### src/rtl/io_input_port_if.sv
// io_input_port_if: board-pin and CPU-facing signal bundle of io_input_port.
// The slave modport is the conditioning block itself; master is the board/CPU side.
interface io_input_port_if #(
    parameter int SW_WIDTH  = 10,
    parameter int KEY_WIDTH = 4
);
    logic [SW_WIDTH-1:0]  sw;         // raw switches, 1 = on
    logic [KEY_WIDTH-1:0] key;        // raw buttons, 0 = pressed
    logic [31:0]          in_port0;   // debounced switches, zero-extended
    logic [31:0]          in_port1;   // {press_count, zero pad, debounced pressed}
    logic [KEY_WIDTH-1:0] key_event;  // one-cycle pulse per debounced press

    modport master (
        output sw, key,
        input  in_port0, in_port1, key_event
    );

    modport slave (
        input  sw, key,
        output in_port0, in_port1, key_event
    );
endinterface

### src/rtl/io_input_port.sv
// io_input_port: synchronises, debounces and registers board switches and
// push-buttons into the two read-only words polled by the CPU.
// Optional feature macro: IO_PRESS_COUNT_EN enables the 16-bit press counter
// in in_port1[31:16]; without it those bits are tied to zero.
module io_input_port #(
    parameter int SW_WIDTH   = 10,
    parameter int KEY_WIDTH  = 4,
    parameter int DB_TICK    = 50000,
    parameter int DB_SAMPLES = 4
) (
    input logic             clock,
    input logic             resetn,
    io_input_port_if.slave  bus
);
    localparam int NB = SW_WIDTH + KEY_WIDTH;     // debounced bits: {pressed, sw}
    localparam int CW = $clog2(DB_SAMPLES + 1);   // sample counter width
    localparam int PW = $clog2(DB_TICK);          // prescaler width

    // Two-flop synchronisers
    logic [SW_WIDTH-1:0]  sw_meta_q,  sw_sync_q;
    logic [KEY_WIDTH-1:0] key_meta_q, key_sync_q;

    // Prescaler
    logic [PW-1:0] presc_q, presc_d;
    logic          tick;

    // Debouncers
    logic [NB-1:0]         sample;
    logic [NB-1:0]         stable_q, stable_d;
    logic [NB-1:0][CW-1:0] cnt_q, cnt_d;

    // Press detection
    logic [KEY_WIDTH-1:0] rise;
    logic [KEY_WIDTH-1:0] key_event_q;
    logic [15:0]          press_hi;

    // Synchronise raw pins; buttons idle high so their flops reset to 1
    always_ff @(posedge clock) begin
        // NOTE: every clocked assignment is non-blocking so all flops see the
        // pre-edge values of each other, exactly like the hardware does.
        if (!resetn) begin
            sw_meta_q  <= '0;
            sw_sync_q  <= '0;
            key_meta_q <= '1;
            key_sync_q <= '1;
        end else begin
            sw_meta_q  <= bus.sw;
            sw_sync_q  <= sw_meta_q;
            key_meta_q <= bus.key;
            key_sync_q <= key_meta_q;
        end
    end

    assign tick   = (presc_q == PW'(DB_TICK - 1));
    assign sample = {~key_sync_q, sw_sync_q};

    // Prescaler next state: count 0..DB_TICK-1 and wrap
    always_comb begin
        presc_d = presc_q + PW'(1);
        if (tick) begin
            presc_d = '0;
        end
    end

    // Debouncer next state: accept a new level after DB_SAMPLES differing ticks
    always_comb begin
        // NOTE: defaults first so no path through this block leaves a signal
        // unassigned, which would otherwise infer a latch.
        stable_d = stable_q;
        cnt_d    = cnt_q;
        if (tick) begin
            for (int b = 0; b < NB; b++) begin
                if (sample[b] == stable_q[b]) begin
                    cnt_d[b] = '0;
                end else if (cnt_q[b] == CW'(DB_SAMPLES - 1)) begin
                    stable_d[b] = sample[b];
                    cnt_d[b]    = '0;
                end else begin
                    cnt_d[b] = cnt_q[b] + CW'(1);
                end
            end
        end
    end

    // A debounced press is a rising stable pressed bit
    assign rise = stable_d[NB-1:SW_WIDTH] & ~stable_q[NB-1:SW_WIDTH];

    // Prescaler, debouncer state and press pulses
    always_ff @(posedge clock) begin
        if (!resetn) begin
            presc_q     <= '0;
            stable_q    <= '0;
            cnt_q       <= '0;
            key_event_q <= '0;
        end else begin
            presc_q     <= presc_d;
            stable_q    <= stable_d;
            cnt_q       <= cnt_d;
            key_event_q <= rise;
        end
    end

`ifdef IO_PRESS_COUNT_EN
    logic [15:0] press_cnt_q, press_cnt_d;

    // One count per edge on which any key rises; wraps naturally at 16 bits
    always_comb begin
        press_cnt_d = press_cnt_q;
        if (|rise) begin
            press_cnt_d = press_cnt_q + 16'd1;
        end
    end

    // Press counter register
    always_ff @(posedge clock) begin
        if (!resetn) begin
            press_cnt_q <= '0;
        end else begin
            press_cnt_q <= press_cnt_d;
        end
    end

    assign press_hi = press_cnt_q;
`else
    assign press_hi = 16'h0000;
`endif

    assign bus.in_port0  = 32'(stable_q[SW_WIDTH-1:0]);
    assign bus.in_port1  = {press_hi, 16'(stable_q[NB-1:SW_WIDTH])};
    assign bus.key_event = key_event_q;

endmodule

### src/flat_wrapper.sv
// flat-port wrapper written by rule: the top's interface ports become plain ports
module io_input_port_flat 
#(
    parameter int SW_WIDTH   = 10,
    parameter int KEY_WIDTH  = 4,
    parameter int DB_TICK    = 50000,
    parameter int DB_SAMPLES = 4
)
  (clock, resetn, bus_sw, bus_key, bus_in_port0, bus_in_port1, bus_key_event);
  io_input_port_if #(.SW_WIDTH(SW_WIDTH), .KEY_WIDTH(KEY_WIDTH)) bus_i ();
  input logic clock;
  input logic resetn;
  input wire logic [$bits(bus_i.sw)-1:0] bus_sw;
  input wire logic [$bits(bus_i.key)-1:0] bus_key;
  output wire logic [$bits(bus_i.in_port0)-1:0] bus_in_port0;
  output wire logic [$bits(bus_i.in_port1)-1:0] bus_in_port1;
  output wire logic [$bits(bus_i.key_event)-1:0] bus_key_event;
  assign bus_i.sw = bus_sw;
  assign bus_i.key = bus_key;
  assign bus_in_port0 = bus_i.in_port0;
  assign bus_in_port1 = bus_i.in_port1;
  assign bus_key_event = bus_i.key_event;
  io_input_port #(.SW_WIDTH(SW_WIDTH), .KEY_WIDTH(KEY_WIDTH), .DB_TICK(DB_TICK), .DB_SAMPLES(DB_SAMPLES)) u_core (.clock(clock), .resetn(resetn), .bus(bus_i));
endmodule
### config.mk
export PLATFORM = sky130hd
export DESIGN_NAME = io_input_port_flat
export DESIGN_NICKNAME = d
export VERILOG_FILES = /design/src/rtl/io_input_port_if.sv /design/src/rtl/io_input_port.sv /design/src/flat_wrapper.sv
export SDC_FILE = /design/constraint.sdc
export NUM_CORES = 1
export LEC_CHECK = 0
export ABC_AREA = 1
export CAP_MARGIN = 25
export CORE_ASPECT_RATIO = 0.8
export CORE_MARGIN = 8
export CORE_UTILIZATION = 23
export DETAILED_ROUTE_END_ITERATION = 12
export SYNTH_ARGS = -nofsm -noshare
export SYNTH_HDL_FRONTEND = slang
export SYNTH_SLANG_ARGS = --single-unit
### constraint.sdc
create_clock -name clock -period 1.73 [get_ports clock]
set_input_delay 0.2595 -clock clock [delete_from_list [all_inputs] [get_ports clock]]
set_output_delay 0.2595 -clock clock [all_outputs]
set_load 0.05 [all_outputs]
* Word-level counts from Yosys, hierarchy flattened
Cells that the tools add are included.
** Storage, ports and cells
- Output and inout port bits :: 68
- Input bits :: 16
- Logic and storage cells :: 157
- Bits in registers :: 104
** Cells by class
- Multiplexer cells :: 57
- Equal/unequal tests :: 29
- Reduce and logical (&&, ||, !) cells :: 11
- Bitwise operators :: 14
- Add/sub/neg operators :: 15
** Operators by type and width (count)
- 3-bit two-way mux :: 28
- 3-bit by 1-bit adder with 3-bit output, second input constant :: 14
- 3-bit by 2-bit == test with 1-bit output, second input constant :: 14
- 3-bit AND reduction :: 10
- 1-bit two-way mux :: 28
- 16-bit by 1-bit adder with 16-bit output, second input constant :: 1
- 16-bit == test, second input constant :: 1
- 1-bit == test :: 14
- 14-bit two-way mux :: 1
- 1-bit inverter :: 11
- 4-bit inverter :: 2
- 4-bit AND :: 1
- 2-bit OR reduction :: 1

* Logic depth before layout (Yosys ltp)
Gate-level depths: netlist (run 1).
- Depth in word-level cells :: 5
- Mapped depth :: 9
- Mapped depth without buffers :: 8

* Worst setup path before layout (run 1)
Ideal clock, no wire load.
- Path kind :: register to register
- Start point :: reg u_core.presc_q[0]
- End point :: reg u_core.cnt_q[38] (netlist name)
- Required time :: 1616 ps
- Library setup time :: 114 ps
- Path buffers :: 1
- Cell stages (with the launch flop) :: 8
- Data arrival time :: 1268 ps
- Period minus slack after synthesis :: 1382 ps
- Setup slack :: 348 ps
- Cells stage by stage :: dfxtp_1 > ha_1 > nand3_2 > nor2_2 > nand2_4 > buf_6 > o21bai_1 > inv_1
** On the way
- Word-level cells in the longest chain between the ends :: 1
** RTL lines
- start: declaration :: line io_input_port.sv:24 : logic [PW-1:0] presc_q, presc_d;
- start signal: assignment :: line io_input_port.sv:96 : presc_q <= presc_d;
- 16-bit == test :: line io_input_port.sv:54 : assign tick = (presc_q == PW'(DB_TICK - 1));
- end signal: assignment :: line io_input_port.sv:98 : cnt_q <= cnt_d;
- end: declaration :: line io_input_port.sv:30 : logic [NB-1:0][CW-1:0] cnt_q, cnt_d;
Every way passes these cells.
A chain may end at the register's enable or synchronous reset.

* Worst setup path after layout (run 1)
- Start point :: reg u_core.presc_q[0]
- End point :: reg u_core.cnt_q[24] (netlist name)
The elaborated chain is that of the path after synthesis.

==> results of run 1 <==
==> logic make-up after synthesis <==
family,Yosys count
flops,104
buf+inv,155
compound gates,50
simple gates,329
fa+ha+maj,15
other cells,1
xor+xnor,17
==> power groups by stage <==
| stage | registers, W | clock network [W] | logic (W) |
|---|---|---|---|
| final | 0.00245 | 0.00199 | 0.000403 |
| after floorplan | 0.00250 | 0 | 0.000424 |
| after detailed placement | 0.00250 | 0 | 0.000400 |
| after CTS | 0.00245 | 0.00205 | 0.000401 |
| after global routing | 0.00245 | 0.00216 | 0.000433 |
| after global placement | 0.00250 | 0 | 0.000400 |
==> final cells by class <==
type / instances / area (sq um)
well taps: 275 / 344
flip-flops and latches: 104 / 2080
clock inverters: 4 / 45.0
inverters: 83 / 313
multi-input cells: 461 / 2260
fillers: 2344 / 15700
clock buffers: 11 / 243
repair buffers: 47 / 410
==> flip-flops by register name, indices dropped and copies added, names as in the netlist <==
register,flops
u_core.presc_q,16
u_core.key_sync_q,4
u_core.bus.key_event,4
u_core.stable_q,14
u_core.cnt_q,42
u_core.sw_sync_q,10
u_core.sw_meta_q,10
u_core.key_meta_q,4
==> per-layer routing <==
metal / up-vias / global-route usage / wire, um
li1: 2044 / - / -
met1: 1662 / 0.108 / 5310
met2: 64 / 0.111 / 4170
met3: 6 / 0.0277 / 531
met4: 0 / 0.0136 / 42
met5: - / 0 / 0
==> worst min path at each step <==
stage,start,end,cells past startpoint
2_1_floorplan,bus_sw[0],u_core.sw_meta_q[0]$_SDFF_PN0_,2
3_3_place_gp,u_core.sw_meta_q[3]$_SDFF_PN0_,u_core.sw_sync_q[3]$_SDFF_PN0_,2
3_5_place_dp,u_core.sw_meta_q[2]$_SDFF_PN0_,u_core.sw_sync_q[2]$_SDFF_PN0_,2
4_1_cts,u_core.key_meta_q[3]$_SDFF_PN1_,u_core.key_sync_q[3]$_SDFF_PN1_,1
5_1_grt,resetn,u_core.cnt_q[14]$_SDFFE_PN0N_,3
6_report,u_core.key_meta_q[3]$_SDFF_PN1_,u_core.key_sync_q[3]$_SDFF_PN1_,1
==> through the flow <==
stage               hold WS [ns]   util  setup slack [ns]  cells
floorplan                  0.357      -             0.348    720
CTS                        0.410  0.266            0.0917    985
detailed placement         0.396  0.253             0.137    970
finish                     0.408  0.267             0.169    985
global placement           0.392  0.253             0.192    970
global route               0.425  0.267            0.0135    985
==> repair_timing <==
action / CTS / global route
gates resized for setup: 0 / 2
setup endpoints to repair: 0 / 17
endpoints found under the hold margin: 0 / 0
buffers inserted: 0 / 0
==> Yosys cell counts <==
cell      count  area (sq um)
nand3_2       1          10.0
nor2b_1       4          25.0
buf_4        53           398
nor3_4        1          16.3
nor3_1        1          5.00
nor2_1       98           368
xnor2_1       9          78.8
inv_1        79           297
o21ai_1       8          40.0
nand3_1      62           310
a21boi_0      2          15.0
buf_2         7          35.0
dfxtp_1     104          2080
o21ai_0      10          50.1
nand3b_1      1          7.51
nand2_1     128           480
buf_1         5          18.8
or2_0         1          6.26
xor2_1        8          70.1
a21oi_1      17          85.1
conb_1        1          3.75
nand2_2       3          18.8
inv_2         3          11.3
nor2_4        1          11.3
or2_2        10          62.6
ha_1         15           188
nand2_4       1          11.3
clkbuf_1      2          7.51
a21boi_1      4          30.0
nand4_1       9          56.3
nor2_2        3          18.8
clkinv_2      1          5.00
and2_1        5          31.3
buf_6         5          56.3
o21bai_1      9          67.6
==> run_results.csv, run 1 <==
group,metric,value,unit
placed_design,dp_hpwl,7190,um
detailed_routing,ant_nets,0,
layout,drive_gt1_frac,0.100,
global_routing,grt_max_degree,57,
sta,maxClockFrequency,641,MHz
floorplanning,dieWidth,180,um
critical_path,path_cells,"ha_1 > nand3_4 > nor2_4 > nand2_4 > buf_4 > clkinv_2 > nor2_1 > nor2_1",
placed_design,gp_congestion,0.782,
critical_path,critical_path_depth,8,
layout,final_cell_mix,"nand2_1 (128), dfxtp_1 (104), nor2_1 (98)",
floorplanning,num_rows,48,
clocking,postCtsHoldBufs,0,
clocking,cts_buffers,9,
critical_path,crit_path_end,"u_core.cnt_q[24]$_SDFFE_PN0N_",
placed_design,placed_area,5400,sq um
clocking,clock_latency,0.34,ns
sta,min_period,1.56,ns
critical_path,reg2reg_slack,0.17,ns
status,status,"finished clean",
power_and_ir_drop,p_sw_frac,0.246,
clocking,htreeDepth,3,
synthesis,synth.avg_cell_area,7.42,sq um
clocking,clk_pin_slew_worst_paths,0.07,ns
critical_path,startpoint_type,"flip-flop",
global_routing,grt_pass1_wl,17200,um
sta,hold_viol,0,
synthesis,yosys_warnings,0,
critical_path,r2r-start,"u_core.presc_q[0]$_SDFF_PP0_",
critical_path,cp_top_family,"simple AND/OR/NAND/NOR gates",
global_routing,grt_remaining_overflow,0,
detailed_routing,wire_per_inst,10.2,um
sta,setup_viol,0,
floorplanning,io-pin-count,84,
layout,diodes,0,
synthesis,synth_top_family_by_area,"simple AND/OR/NAND/NOR gates",
sta,clock_skew,0.00593,ns
critical_path,arrival,1.79,ns
synthesis,synthXorXnorAreaFrac,0.0299,
critical_path,cp.required,1.96,ns
synthesis,ys_ff_latch,104,
run,maxCapViolCount,0,
global_routing,grt_pass1_vias,3548,
detailed_routing,first_iter_violations,294,
clocking,cts_sinks,104,
synthesis,synthMuxAreaShare,0,
synthesis,synthSimpleGateAreaFrac,0.289,
detailed_routing,routed_via_density,3.83,
power_and_ir_drop,p_per_area,850,nW/um^2
critical_path,crit_start,"u_core.presc_q[0]$_SDFF_PP0_",
layout,finalInstanceArea,5700,sq um
layout,final_common_cell,"nand2_1",
detailed_routing,drt_wl_total,10000,um
critical_path,cpPeakStageDelay,0.32,ns
power_and_ir_drop,power_leakage,2.69,nW
clocking,clockBufferDepth,2,
critical_path,crit_type,"flip-flop to flip-flop",
global_routing,grt_use_total,0.0765,
detailed_routing,num_vias,3776,
sta,setup_tns,0,ns
critical_path,path_max_fanout,16,
power_and_ir_drop,clockPowerShare,0.411,
critical_path,timing.critical_path.buf_inv,2,
synthesis,synthAdderAreaFrac,0.0377,
global_routing,antenna_found_initial,0,
critical_path,cpMostUsedCell,"nor2_1",
synthesis,yosysUniqueCellTypes,35,
sta,report.final.slew_viol_count,0,
layout,nNetsFinal,737,
sta,fin_crit_sh,0.902,
layout,syn2layout_area_growth,14.5,%
synthesis,syn_area,4980,sq um
placed_design,port-buffer-count,33,
power_and_ir_drop,p_switching,0.00119,W
power_and_ir_drop,comb_power_share,0.083,
synthesis,syn_inst,671,
synthesis,seq_area_frac_synth,0.418,
critical_path,end_kind,"flip-flop",
clocking,tritoncts,"built",
critical_path,r2r-end,"u_core.cnt_q[24]$_SDFFE_PN0N_",
floorplanning,core_area,21400,sq um
power_and_ir_drop,power.internal,0.00365,W
power_and_ir_drop,finalPower,0.00484,W
clocking,cts-root-buf,"clkbuf_16",
critical_path,r2r_cells,8,
floorplanning,start_util,0.233,
power_and_ir_drop,peakVddDrop,371,uV
synthesis,synth_compound_gate_area_share,0.0578,
detailed_routing,drtPass1Iterations,4,
floorplanning,dieArea,26600,sq um
critical_path,critPathSlowestCell,"dfxtp_1",
min_path,min_path_type,"flip-flop to flip-flop",
floorplanning,die_y,148,um
power_and_ir_drop,seq_power_share,0.505,
sta,rsz0062_at_grt,"false",
detailed_routing,drc,0,
Power figures use the tool's default switching activity.
==> run 2, diff against run 1 <==
==> constraint.sdc (replaced) <==
create_clock -name clock -period 1.9 [get_ports clock]
set_input_delay 0.285 -clock clock [delete_from_list [all_inputs] [get_ports clock]]
set_output_delay 0.285 -clock clock [all_outputs]
set_load 0.05 [all_outputs]
==> run_results.csv, run 2 (same netlist as run 1, synthesis figures left out) <==
group,metric,value,unit
floorplanning,core_area,21400,sq um
power_and_ir_drop,peakVddDrop,377,uV
placed_design,dp_hpwl,7010,um
global_routing,antenna_found_initial,0,
floorplanning,dieArea,26600,sq um
sta,fin_crit_sh,0.970,
clocking,htreeDepth,3,
layout,largest_reg_flops,42,
critical_path,path_max_fanout,3,
global_routing,grt_max_degree,33,
sta,report.final.slew_viol_count,0,
floorplanning,start_util,0.233,
clocking,cts_buffers,9,
detailed_routing,num_vias,3737,
global_routing,globalRouteMet3Util,0.0275,
clocking,tritoncts,"built",
clocking,postCtsHoldBufs,0,
global_routing,grt_pass1_wl,17000,um
global_routing,grt_pass1_vias,3562,
critical_path,cpPeakStageDelay,0.83,ns
min_path,min_to,"u_core.stable_q[4]$_SDFFE_PN0P_",
critical_path,critPathSlowestCell,"clkdlybuf4s50_1",
critical_path,startpoint_type,"flip-flop",
clocking,cts_resized,0,
run,maxCapViolCount,0,
layout,syn2layout_area_growth,14.2,%
power_and_ir_drop,p_per_area,764,nW/um^2
global_routing,grt_use_total,0.0762,
critical_path,timing.critical_path.buf_inv,1,
critical_path,cp.required,1.62,ns
layout,largest-register,"u_core.cnt_q",
sta,worst_slew_pin_slew,0.498,ns
status,status,"finished clean",
global_routing,use_met1,0.106,
detailed_routing,ant_nets,0,
layout,seq_area,2080,sq um
floorplanning,dieWidth,180,um
critical_path,crit_type,"flip-flop to output port",
min_path,holdCritStartpoint,"resetn",
clocking,post-cts-setup-buffers,0,
sta,setup_tns,0,ns
critical_path,r2r-start,"u_core.presc_q[0]$_SDFF_PP0_",
clocking,cts-root-buf,"clkbuf_16",
sta,rsz0062_at_grt,"false",
sta,clock_skew,0.00983,ns
power_and_ir_drop,clockPowerShare,0.403,
layout,final_cell_mix,"nand2_1 (128), dfxtp_1 (104), nor2_1 (98)",
clocking,clock_latency,0.34,ns
critical_path,end_kind,"output port",
power_and_ir_drop,seq_power_share,0.512,
detailed_routing,first_iter_violations,239,
clocking,clk_pin_slew_worst_paths,0.07,ns
min_path,min_path_type,"primary input to flip-flop",
power_and_ir_drop,power_leakage,2.64,nW
floorplanning,num_rows,48,
critical_path,reg2reg_slack,0.19,ns
sta,whs,0.342,ns
detailed_routing,drtPass1Iterations,4,
critical_path,path_cells,"clkdlybuf4s50_1",
detailed_routing,drc,0,
critical_path,r2r-end,"u_core.cnt_q[2]$_SDFFE_PN0N_",
layout,fillers,2363,
placed_design,port-buffer-count,33,
detailed_routing,routed_via_density,3.79,
layout,drive_gt1_frac,0.0887,
global_routing,busiest_layer,"met2",
layout,diodes,0,
sta,min_period,1.84,ns
global_routing,grtUsageMet2,0.110,
power_and_ir_drop,p_sw_frac,0.261,
floorplanning,die_y,148,um
layout,top_regs,"u_core.cnt_q: 42 flops, u_core.presc_q: 16 flops, u_core.stable_q: 14 flops",
detailed_routing,wire_per_inst,9.89,um
sta,setup_viol,0,
global_routing,grt_remaining_overflow,0,
power_and_ir_drop,p_switching,0.00113,W
detailed_routing,drt_wl_total,9740,um
clocking,cts_sinks,104,
critical_path,r2r_cells,7,
floorplanning,io-pin-count,84,
layout,nNetsFinal,736,
layout,final_common_cell,"nand2_1",
power_and_ir_drop,power.internal,0.00321,W
sta,hold_viol,0,
power_and_ir_drop,comb_power_share,0.084,
sta,maxClockFrequency,543,MHz
critical_path,cp_top_family,"buffers and inverters",
sta,slew_headroom,0.667,
critical_path,arrival,1.56,ns
placed_design,gp_congestion,0.749,
min_path,hold_depth,3,
clocking,clockBufferDepth,2,
layout,multi_input_area,2250,sq um
[run 2: cell count changes in the layout (fill, tap and decap cells not counted), moves of 3 or more]
cell and change:
clkinvlp_4 +3, clkinv_2 -3, buf_4 -8, clkdlybuf4s50_1 +8
[run 2: worst register-to-register path: stages (launching register included)]
cell and delay, ns:
dfxtp_1 0.35, ha_1 0.21, nand3_2 0.18, nor2_2 0.23
nand2_4 0.21, nand2_2 0.14, buf_12 0.17, a21boi_0 0.10
[run 2: power groups by stage]
stage               Clock [W]  Combinational [W]  Sequential [W]
CTS                   0.00182           0.000365         0.00223
global placement            0           0.000363         0.00228
global route          0.00191           0.000394         0.00223
floorplan                   0           0.000386         0.00227
detailed placement          0           0.000364         0.00228
finish                0.00175           0.000367         0.00223
[run 2: how the worst max path moves through the flow]
stage                                          startpoint                             to  slack [ns]  cells past startpoint
final                     u_core.stable_q[6]$_SDFFE_PN0P_                bus_in_port0[6]        0.06                      1
after global routing      u_core.stable_q[8]$_SDFFE_PN0P_                bus_in_port0[8]       0.001                      1
after CTS                 u_core.stable_q[8]$_SDFFE_PN0P_                bus_in_port0[8]        0.04                      1
after detailed placement     u_core.presc_q[0]$_SDFF_PP0_   u_core.cnt_q[2]$_SDFFE_PN0N_        0.17                      7
after global placement       u_core.presc_q[0]$_SDFF_PP0_   u_core.cnt_q[5]$_SDFFE_PN0N_        0.26                      7
after floorplan              u_core.presc_q[0]$_SDFF_PP0_  u_core.cnt_q[38]$_SDFFE_PN0N_        0.52                      7
[run 2: layout make-up]
type | instances | share of cell area
multi-input combinational | 461 | 0.396
sequential | 104 | 0.366
timing repair buffer | 46 | 0.0722
tap | 275 | 0.0605
inverter | 83 | 0.0550
clock buffer | 11 | 0.0427
clock inverter | 5 | 0.00705
[run 2: routing by layer]
metal / up-vias / routed length [um]
met3: 5 / 563
met2: 68 / 3820
met4: 0 / 66
met1: 1615 / 5280
li1: 2049 / -
met5: - / 0
[run 2: stage by stage]
| step | utilization | power [W] | instances | instance area, sq um | setup slack (ns) |
|---|---|---|---|---|---|
| floorplan | - | 0.00266 | 720 | 5160 | 0.518 |
| global route | 0.266 | 0.00454 | 985 | 5680 | 0.00141 |
| detailed placement | 0.253 | 0.00264 | 969 | 5400 | 0.174 |
| finish | 0.266 | 0.00434 | 985 | 5680 | 0.0576 |
| CTS | 0.266 | 0.00441 | 985 | 5680 | 0.0381 |
| global placement | 0.253 | 0.00264 | 969 | 5400 | 0.256 |
